### config.mk
export PLATFORM = sky130hd
export DESIGN_NAME = mii_rx_deframer
export DESIGN_NICKNAME = d
export VERILOG_FILES = /design/src/rtl/mii_rx_pkg.sv /design/src/rtl/eth_crc32_d8.sv /design/src/rtl/mii_rx_deframer.sv
export SDC_FILE = /design/constraint.sdc
export NUM_CORES = 1
export LEC_CHECK = 0
export ABC_CLOCK_PERIOD_IN_PS = 3250
export BUFFER_PORTS_ARGS = -buffer_cell sky130_fd_sc_hd__clkbuf_2
export CORE_MARGIN = 1.5
export CORE_UTILIZATION = 39
export DETAILED_ROUTE_END_ITERATION = 16
export SLEW_MARGIN = 25
export SYNTH_ARGS = -nofsm -noshare
export SYNTH_HDL_FRONTEND = slang
export SYNTH_SLANG_ARGS = --single-unit
### constraint.sdc
create_clock -name clk_mii -period 3.25 [get_ports clk_mii]
set_input_delay 0.65 -clock clk_mii [delete_from_list [all_inputs] [get_ports clk_mii]]
set_output_delay 0.65 -clock clk_mii [all_outputs]
set_load 0.02 [all_outputs]
### src/rtl/mii_rx_pkg.sv
// Shared types, constants and helpers for the MII receive deframer.
package mii_rx_pkg;

  typedef enum logic [1:0] {
    IDLE = 2'd0,
    PRE  = 2'd1,
    DATA = 2'd2,
    DROP = 2'd3
  } state_e;

  localparam logic [31:0] CRC32_POLY    = 32'hEDB88320;
  localparam logic [31:0] CRC32_INIT    = 32'hFFFFFFFF;
  localparam logic [31:0] CRC32_RESIDUE = 32'hC704DD7B;

  localparam logic [3:0] PRE_NIB = 4'h5;
  localparam logic [3:0] SFD_NIB = 4'hD;

  // Reflected CRC-32 update, one byte, LSB first.
  function automatic logic [31:0] crc32_d8_next(input logic [31:0] crc, input logic [7:0] data);
    logic [31:0] c;
    c = crc;
    for (int i = 0; i < 8; i++) begin
      c = (c[0] ^ data[i]) ? ((c >> 1) ^ CRC32_POLY) : (c >> 1);
    end
    return c;
  endfunction

  // Bit reversal: the reflected register holds the residue in LSB-first order.
  function automatic logic [31:0] bitrev32(input logic [31:0] v);
    logic [31:0] r;
    for (int i = 0; i < 32; i++) begin
      r[i] = v[31-i];
    end
    return r;
  endfunction

  // Saturating 16-bit increment.
  function automatic logic [15:0] sat_inc16(input logic [15:0] v);
    return (v == 16'hFFFF) ? v : v + 16'd1;
  endfunction

endpackage

### src/rtl/eth_crc32_d8.sv
// Registered reflected CRC-32, 8 bits per cycle, with synchronous init and enable.
module eth_crc32_d8
  import mii_rx_pkg::*;
(
  input  logic        clk,
  input  logic        rst_n,
  input  logic        init,
  input  logic        en,
  input  logic [7:0]  data,
  output logic [31:0] crc
);

  logic [31:0] crc_q, crc_d;

  // Next CRC: init has priority over a byte update.
  always_comb begin
    crc_d = crc_q;
    if (init) begin
      crc_d = CRC32_INIT;
    end else if (en) begin
      crc_d = crc32_d8_next(crc_q, data);
    end
  end

  // CRC state register.
  always_ff @(posedge clk or negedge rst_n) begin
    if (!rst_n) begin
      crc_q <= CRC32_INIT;
    end else begin
      crc_q <= crc_d;
    end
  end

  assign crc = crc_q;

endmodule

### src/rtl/mii_rx_deframer.sv
// MII receive deframer: strips preamble/SFD, packs nibbles into bytes, writes the
// byte-enabled RX buffer and publishes done/length status after FCS/length checks.
// Optional destination address filter: define RX_ADDR_FILTER_EN.
module mii_rx_deframer
  import mii_rx_pkg::*;
#(
  parameter int unsigned BUF_AW  = 8,
  parameter int unsigned MAX_LEN = 1536,
  parameter int unsigned MIN_LEN = 64
) (
  input  logic              clk_mii,
  input  logic              rstn,
  input  logic [3:0]        i_erxd,
  input  logic              i_erx_dv,
  input  logic              i_erx_er,
  input  logic              rx_ack,
`ifdef RX_ADDR_FILTER_EN
  input  logic [47:0]       mac_addr,
  input  logic              promisc,
`endif
  output logic              buf_we,
  output logic [BUF_AW-1:0] buf_addr,
  output logic [63:0]       buf_wdata,
  output logic [7:0]        buf_be,
  output logic              rx_done,
  output logic [10:0]       rx_len,
  output logic              rx_busy,
  output logic [15:0]       rx_drop_cnt,
  output logic [15:0]       rx_err_cnt
);

  localparam int unsigned IDX_W = BUF_AW + 3;
  localparam int unsigned LEN_W = 11;

  state_e              state_q, state_d;
  logic [3:0]          nib_lo_q, nib_lo_d;
  logic                nib_ph_q, nib_ph_d;
  logic [IDX_W-1:0]    byte_idx_q, byte_idx_d;
  logic                err_q, err_d;
  logic                ovf_q, ovf_d;
  logic                buf_we_q, buf_we_d;
  logic [BUF_AW-1:0]   buf_addr_q, buf_addr_d;
  logic [63:0]         buf_wdata_q, buf_wdata_d;
  logic [7:0]          buf_be_q, buf_be_d;
  logic                rx_done_q, rx_done_d;
  logic [LEN_W-1:0]    rx_len_q, rx_len_d;
  logic                busy_q, busy_d;
  logic [15:0]         drop_cnt_q, drop_cnt_d;
  logic [15:0]         err_cnt_q, err_cnt_d;

  logic                crc_init_c, crc_en_c;
  logic [31:0]         crc_c;
  logic [7:0]          byte_c;
  logic                frame_ok_c;

  eth_crc32_d8 u_crc (
    .clk   (clk_mii),
    .rst_n (rstn),
    .init  (crc_init_c),
    .en    (crc_en_c),
    .data  (byte_c),
    .crc   (crc_c)
  );

`ifdef RX_ADDR_FILTER_EN
  logic       ucast_miss_q, ucast_miss_d;
  logic       bcast_miss_q, bcast_miss_d;
  logic [7:0] da_exp_c;
  logic       da_reject_c;

  // Expected DA byte for the current index; byte 0 is the MSB of mac_addr.
  always_comb begin
    da_exp_c = 8'h00;
    for (int k = 0; k < 6; k++) begin
      if (byte_idx_q == IDX_W'(k)) da_exp_c = mac_addr[8*(5-k) +: 8];
    end
    da_reject_c = (byte_idx_q == IDX_W'(6)) && !promisc && ucast_miss_q && bcast_miss_q;
  end

  // DA mismatch flags.
  always_ff @(posedge clk_mii or negedge rstn) begin
    if (!rstn) begin
      ucast_miss_q <= 1'b0;
      bcast_miss_q <= 1'b0;
    end else begin
      ucast_miss_q <= ucast_miss_d;
      bcast_miss_q <= bcast_miss_d;
    end
  end
`endif

  // Next-state, buffer write and status logic.
  always_comb begin
    state_d     = state_q;
    nib_lo_d    = nib_lo_q;
    nib_ph_d    = nib_ph_q;
    byte_idx_d  = byte_idx_q;
    err_d       = err_q;
    ovf_d       = ovf_q;
    buf_we_d    = 1'b0;
    buf_addr_d  = buf_addr_q;
    buf_wdata_d = buf_wdata_q;
    buf_be_d    = buf_be_q;
    rx_done_d   = rx_done_q;
    rx_len_d    = rx_len_q;
    drop_cnt_d  = drop_cnt_q;
    err_cnt_d   = err_cnt_q;
    crc_init_c  = 1'b0;
    crc_en_c    = 1'b0;
    byte_c      = {i_erxd, nib_lo_q};
`ifdef RX_ADDR_FILTER_EN
    ucast_miss_d = ucast_miss_q;
    bcast_miss_d = bcast_miss_q;
`endif
    frame_ok_c = !nib_ph_q && !err_q && !ovf_q
                 && (byte_idx_q >= IDX_W'(MIN_LEN)) && (byte_idx_q <= IDX_W'(MAX_LEN))
                 && (bitrev32(crc_c) == CRC32_RESIDUE);

    if (rx_ack) rx_done_d = 1'b0;

    unique case (state_q)
      IDLE: begin
        if (i_erx_dv) begin
          if (rx_done_q) begin
            state_d    = DROP;
            drop_cnt_d = sat_inc16(drop_cnt_q);
          end else if (i_erxd == PRE_NIB) begin
            state_d = PRE;
            err_d   = 1'b0;
          end else begin
            state_d = DROP;
          end
        end
      end
      PRE: begin
        if (!i_erx_dv) begin
          state_d = IDLE;
        end else begin
          if (i_erx_er) err_d = 1'b1;
          if (i_erxd == SFD_NIB) begin
            state_d    = DATA;
            byte_idx_d = '0;
            nib_ph_d   = 1'b0;
            ovf_d      = 1'b0;
            crc_init_c = 1'b1;
`ifdef RX_ADDR_FILTER_EN
            ucast_miss_d = 1'b0;
            bcast_miss_d = 1'b0;
`endif
          end else if (i_erxd != PRE_NIB) begin
            state_d = DROP;
          end
        end
      end
      DATA: begin
        if (!i_erx_dv) begin
          state_d = IDLE;
          if (frame_ok_c) begin
            rx_done_d = 1'b1;
            rx_len_d  = LEN_W'(byte_idx_q - IDX_W'(4));
          end else begin
            err_cnt_d = sat_inc16(err_cnt_q);
          end
        end
`ifdef RX_ADDR_FILTER_EN
        else if (da_reject_c) begin
          state_d = DROP;
        end
`endif
        else begin
          if (i_erx_er) err_d = 1'b1;
          if (!nib_ph_q) begin
            nib_lo_d = i_erxd;
            nib_ph_d = 1'b1;
          end else begin
            nib_ph_d = 1'b0;
            crc_en_c = 1'b1;
            if (byte_idx_q < IDX_W'(MAX_LEN)) begin
              buf_we_d    = 1'b1;
              buf_addr_d  = byte_idx_q[IDX_W-1:3];
              buf_be_d    = 8'(1) << byte_idx_q[2:0];
              buf_wdata_d = {8{byte_c}};
              byte_idx_d  = byte_idx_q + IDX_W'(1);
            end else begin
              ovf_d = 1'b1;
            end
`ifdef RX_ADDR_FILTER_EN
            if (byte_idx_q < IDX_W'(6)) begin
              if (byte_c != da_exp_c) ucast_miss_d = 1'b1;
              if (byte_c != 8'hFF)    bcast_miss_d = 1'b1;
            end
`endif
          end
        end
      end
      DROP: begin
        if (!i_erx_dv) state_d = IDLE;
      end
    endcase

    busy_d = (state_d != IDLE);
  end

  // State and output registers.
  always_ff @(posedge clk_mii or negedge rstn) begin
    if (!rstn) begin
      state_q     <= IDLE;
      nib_lo_q    <= 4'h0;
      nib_ph_q    <= 1'b0;
      byte_idx_q  <= '0;
      err_q       <= 1'b0;
      ovf_q       <= 1'b0;
      buf_we_q    <= 1'b0;
      buf_addr_q  <= '0;
      buf_wdata_q <= 64'h0;
      buf_be_q    <= 8'h00;
      rx_done_q   <= 1'b0;
      rx_len_q    <= '0;
      busy_q      <= 1'b0;
      drop_cnt_q  <= 16'h0;
      err_cnt_q   <= 16'h0;
    end else begin
      state_q     <= state_d;
      nib_lo_q    <= nib_lo_d;
      nib_ph_q    <= nib_ph_d;
      byte_idx_q  <= byte_idx_d;
      err_q       <= err_d;
      ovf_q       <= ovf_d;
      buf_we_q    <= buf_we_d;
      buf_addr_q  <= buf_addr_d;
      buf_wdata_q <= buf_wdata_d;
      buf_be_q    <= buf_be_d;
      rx_done_q   <= rx_done_d;
      rx_len_q    <= rx_len_d;
      busy_q      <= busy_d;
      drop_cnt_q  <= drop_cnt_d;
      err_cnt_q   <= err_cnt_d;
    end
  end

  assign buf_we      = buf_we_q;
  assign buf_addr    = buf_addr_q;
  assign buf_wdata   = buf_wdata_q;
  assign buf_be      = buf_be_q;
  assign rx_done     = rx_done_q;
  assign rx_len      = rx_len_q;
  assign rx_busy     = busy_q;
  assign rx_drop_cnt = drop_cnt_q;
  assign rx_err_cnt  = err_cnt_q;

endmodule

==> summary.md <==
* finished, final reports clean — run status
* 0 — count of yosys warnings during synthesis
* 1641 — Fillers
* 4 — first-pass iteration count of the detailed router
* 0.282 ns — worst hold slack across all endpoints
* 0 — # diodes
* flip-flop — Setup crit start kind
* 9.16 mW — total power
* 122 — number of synthesized register bits
* 135 um — height of the chip
* 4 — # H-tree levels
* 134 — Buffers on Ports
* 0 — count of flip-flops with a built-in enable after synthesis
* 0.886 — gp weighted congestion
* done — TritonCTS clock tree
* 0 — number of antenna violations at the first check in global routing
* 0 — Max Slew Vio Count
* 0.595 mV — VDD IR max
* 4.96 — number of vias per cell after detailed routing
* flip-flop — kind of capture point of the worst setup path
* sky130_fd_sc_hd__clkbuf_16 — library cell used as clock root buffer
* 0 — DRC violations left
* 18300 um^2 — floorplan die area
* 16.2% — Area Growth Syn to Fin
* 42.4% — switching share of power
* 11 — largest driver fanout on the critical path
* 17.3% — gr usage total
* flip-flop to flip-flop — type of the setup path with the least slack
* sky130_fd_sc_hd__dfrtp_1 (33%), sky130_fd_sc_hd__dfstp_2 (12%), sky130_fd_sc_hd__xnor2_1 (10%) — largest cells by area after synthesis
* 2.93 ns — critical path data arrival time
* 3.55 ns — data required time at the worst endpoint
* 17200 um^2 — core area
* 1150 nW/um^2 — Power Dens Cells
* 48 — std cell rows
* 0 — max-capacitance violation count
* 39.8% — initial core utilization
* 24.5 mm — global-route wire length before repair
* 6830 um^2 — combined area of all synthesized cells
* 32.3% — layout cells sized above 1
* 3.88 mW — net switching power
* 2 — maximum clock insertion buffer count
* 0.685 ns — actual slew at the worst max-slew pin
* sky130_fd_sc_hd__clkbuf_2 (133), sky130_fd_sc_hd__nand2_1 (113), sky130_fd_sc_hd__dfrtp_1 (90) — leading cell types in the layout, fill and taps excluded
* 0 — GRT overflow
* 765 — final-stage net count
* 0.06 ns — clock-pin transition on the worst setup and hold timing paths
* 4649 — number of global-route vias before repair
* 15.2 um — detail-routed net length per standard cell
* 45.3% — register area share after synthesis
* 0 — Antenna Nets Post-Route
* 17 — clock buffers created by TritonCTS
* 67 — largest net degree at the start of global routing
* primary input to asynchronous set/reset pin — hold crit path type
* 0 — final-report setup violation count
* 0 — CTS resizes
* 4846 — vias after detailed routing
* 100% — asr flop ratio synth
* 122 — number of sinks on the clock net
* sky130_fd_sc_hd__clkbuf_2 — most frequent standard cell in the layout excluding fill and tap cells
* sky130_fd_sc_hd__dfrtp_1 — most used flip-flop cell after synthesis
* 319 — Starting DRT DRC Count
* 33.0% — top cell type's share of synthesized area
* 0 — number of hold violations in the final report
* 29.4% — Seq pwr share
* 49.1% — relative contribution of combinational cells to total power
* 661 — number of instances in the synthesized netlist
* 380 MHz — achievable frequency
* 2.63 ns — min Tclk post-route
* 10.3 um^2 — Avg Synthesized Cell Area
* 52 — Netlist cell types
* 135 — Top-Level Pins
* 21.4% — Clock Power Share
* 686 — Syn Nets
* 0 — number of setup buffers added after CTS
* 14.9 mm — total routed wirelength
* 10.8 mm — placed wire-length estimate after detailed placement
* 0.00703 ns — final worst clock skew
* 80.9% — final worst-path cycle share
* 5.27 mW — internal power
* 3160 um^2 — multi-input logic area
* 3090 um^2 — Sequential Area
* 0 — hold buffer count at CTS
* 3.74 nW — reported leakage power
* false — unrepaired setup endpoints after global routing
* 0.42 ns — insertion delay of the later-clocked pin in the worst-skew pair
* 135 um — die extent in x
* sky130_fd_sc_hd__dfrtp_1 — Synth area leader
* 0 ns — setup TNS
* 54.0% — Worst slew margin
flip-flops by register name, summed over array words and instances, names as in the netlist:
signal       count
buf_addr         8
rx_done          1
byte_idx_q      11
err_q            1
nib_ph_q         1
nib_lo_q         4
rx_busy          1
rx_err_cnt      16
buf_be           8
buf_we           1
buf_wdata        8
u_crc.crc       32
rx_len          11
ovf_q            1
state_q          2
rx_drop_cnt     16
cell usage after synthesis, drive strengths merged, types with 6 or more instances:
master / instances
nand2: 113
inv: 13
nor2: 31
o211ai: 32
clkbuf: 16
o21ai: 17
xor2: 26
dfrtp: 90
buf: 64
and3: 10
nand3: 21
nand4: 16
nor3: 8
xnor2: 88
ha: 16
nor4bb: 7
dfstp: 32
nand2b: 6
mux2: 15
power by group through the flow:
stage                     combinational, mW  sequential (mW)  clock, mW
after floorplan                        3.83             2.69          0
after CTS                              4.53             2.70       2.00
final                                  4.50             2.70       1.96
after global placement                 4.48             2.68          0
after global routing                   4.92             2.79       2.08
after detailed placement               4.48             2.72          0
worst max-delay path, cell delays in order (launching register included):
cell                        delay [ns]
sky130_fd_sc_hd__dfrtp_1          0.48
sky130_fd_sc_hd__or4_4            0.58
sky130_fd_sc_hd__o2111ai_2        0.18
sky130_fd_sc_hd__nor4_1           0.11
sky130_fd_sc_hd__nor4bb_4         0.52
sky130_fd_sc_hd__buf_4            0.30
sky130_fd_sc_hd__mux2_2           0.35
per-layer routing:
metal / global-route usage (%) / vias to the layer above / wire (um)
met5: 0 / - / 0
met4: 7.53 / 0 / 367
met3: 3.89 / 30 / 703
met2: 28.2 / 138 / 7130
met1: 22.1 / 2331 / 6710
li1: - / 2347 / -
kinds of logic (layout without fill, tap and decap cells):
group	Yosys count	in the layout	synth area share (%)
xor+xnor	114	114	15.7
simple gates	237	237	17.9
flops	122	122	45.3
compound gates	63	63	6.32
mux	16	16	3.06
fa+ha+maj	16	16	2.93
buf+inv	93	185	8.74
path summary, 6_finish.rpt:
check                                    from              to  slack (ns)  cells past startpoint
worst min-delay path                     rstn       buf_be[5]        0.28                      1
worst max-delay path            byte_idx_q[7]   rx_err_cnt[1]        0.62                      6
max in group asynchronous                rstn  rx_drop_cnt[0]        2.20                      2
worst max register to register  byte_idx_q[7]   rx_err_cnt[1]        0.62                      6
min in group clk_mii                   rx_ack         rx_done        0.41                      2
worst min register to register    buf_addr[1]     buf_addr[1]        0.48                      2
final cells by class:
| cell class | count | share of cell area, % |
|---|---|---|
| multi-input cells | 446 | 39.8 |
| flip-flops and latches | 122 | 39.0 |
| repair buffers | 140 | 9.21 |
| clock buffers | 21 | 6.06 |
| well taps | 225 | 3.55 |
| clock inverters | 11 | 1.78 |
| inverters | 13 | 0.615 |
through the flow:
stage / setup WS (ns) / util, % / std cells / area, um^2
3_5_place_dp: 0.418 / 42.5 / 945 / 7300
5_1_grt: 0.529 / 46.2 / 978 / 7930
3_3_place_gp: 0.492 / 42.5 / 945 / 7300
4_1_cts: 0.412 / 46.1 / 977 / 7930
2_1_floorplan: 1.06 / - / 661 / 6830
6_report: 0.620 / 46.2 / 978 / 7930
(Power assumes the default switching activity.)
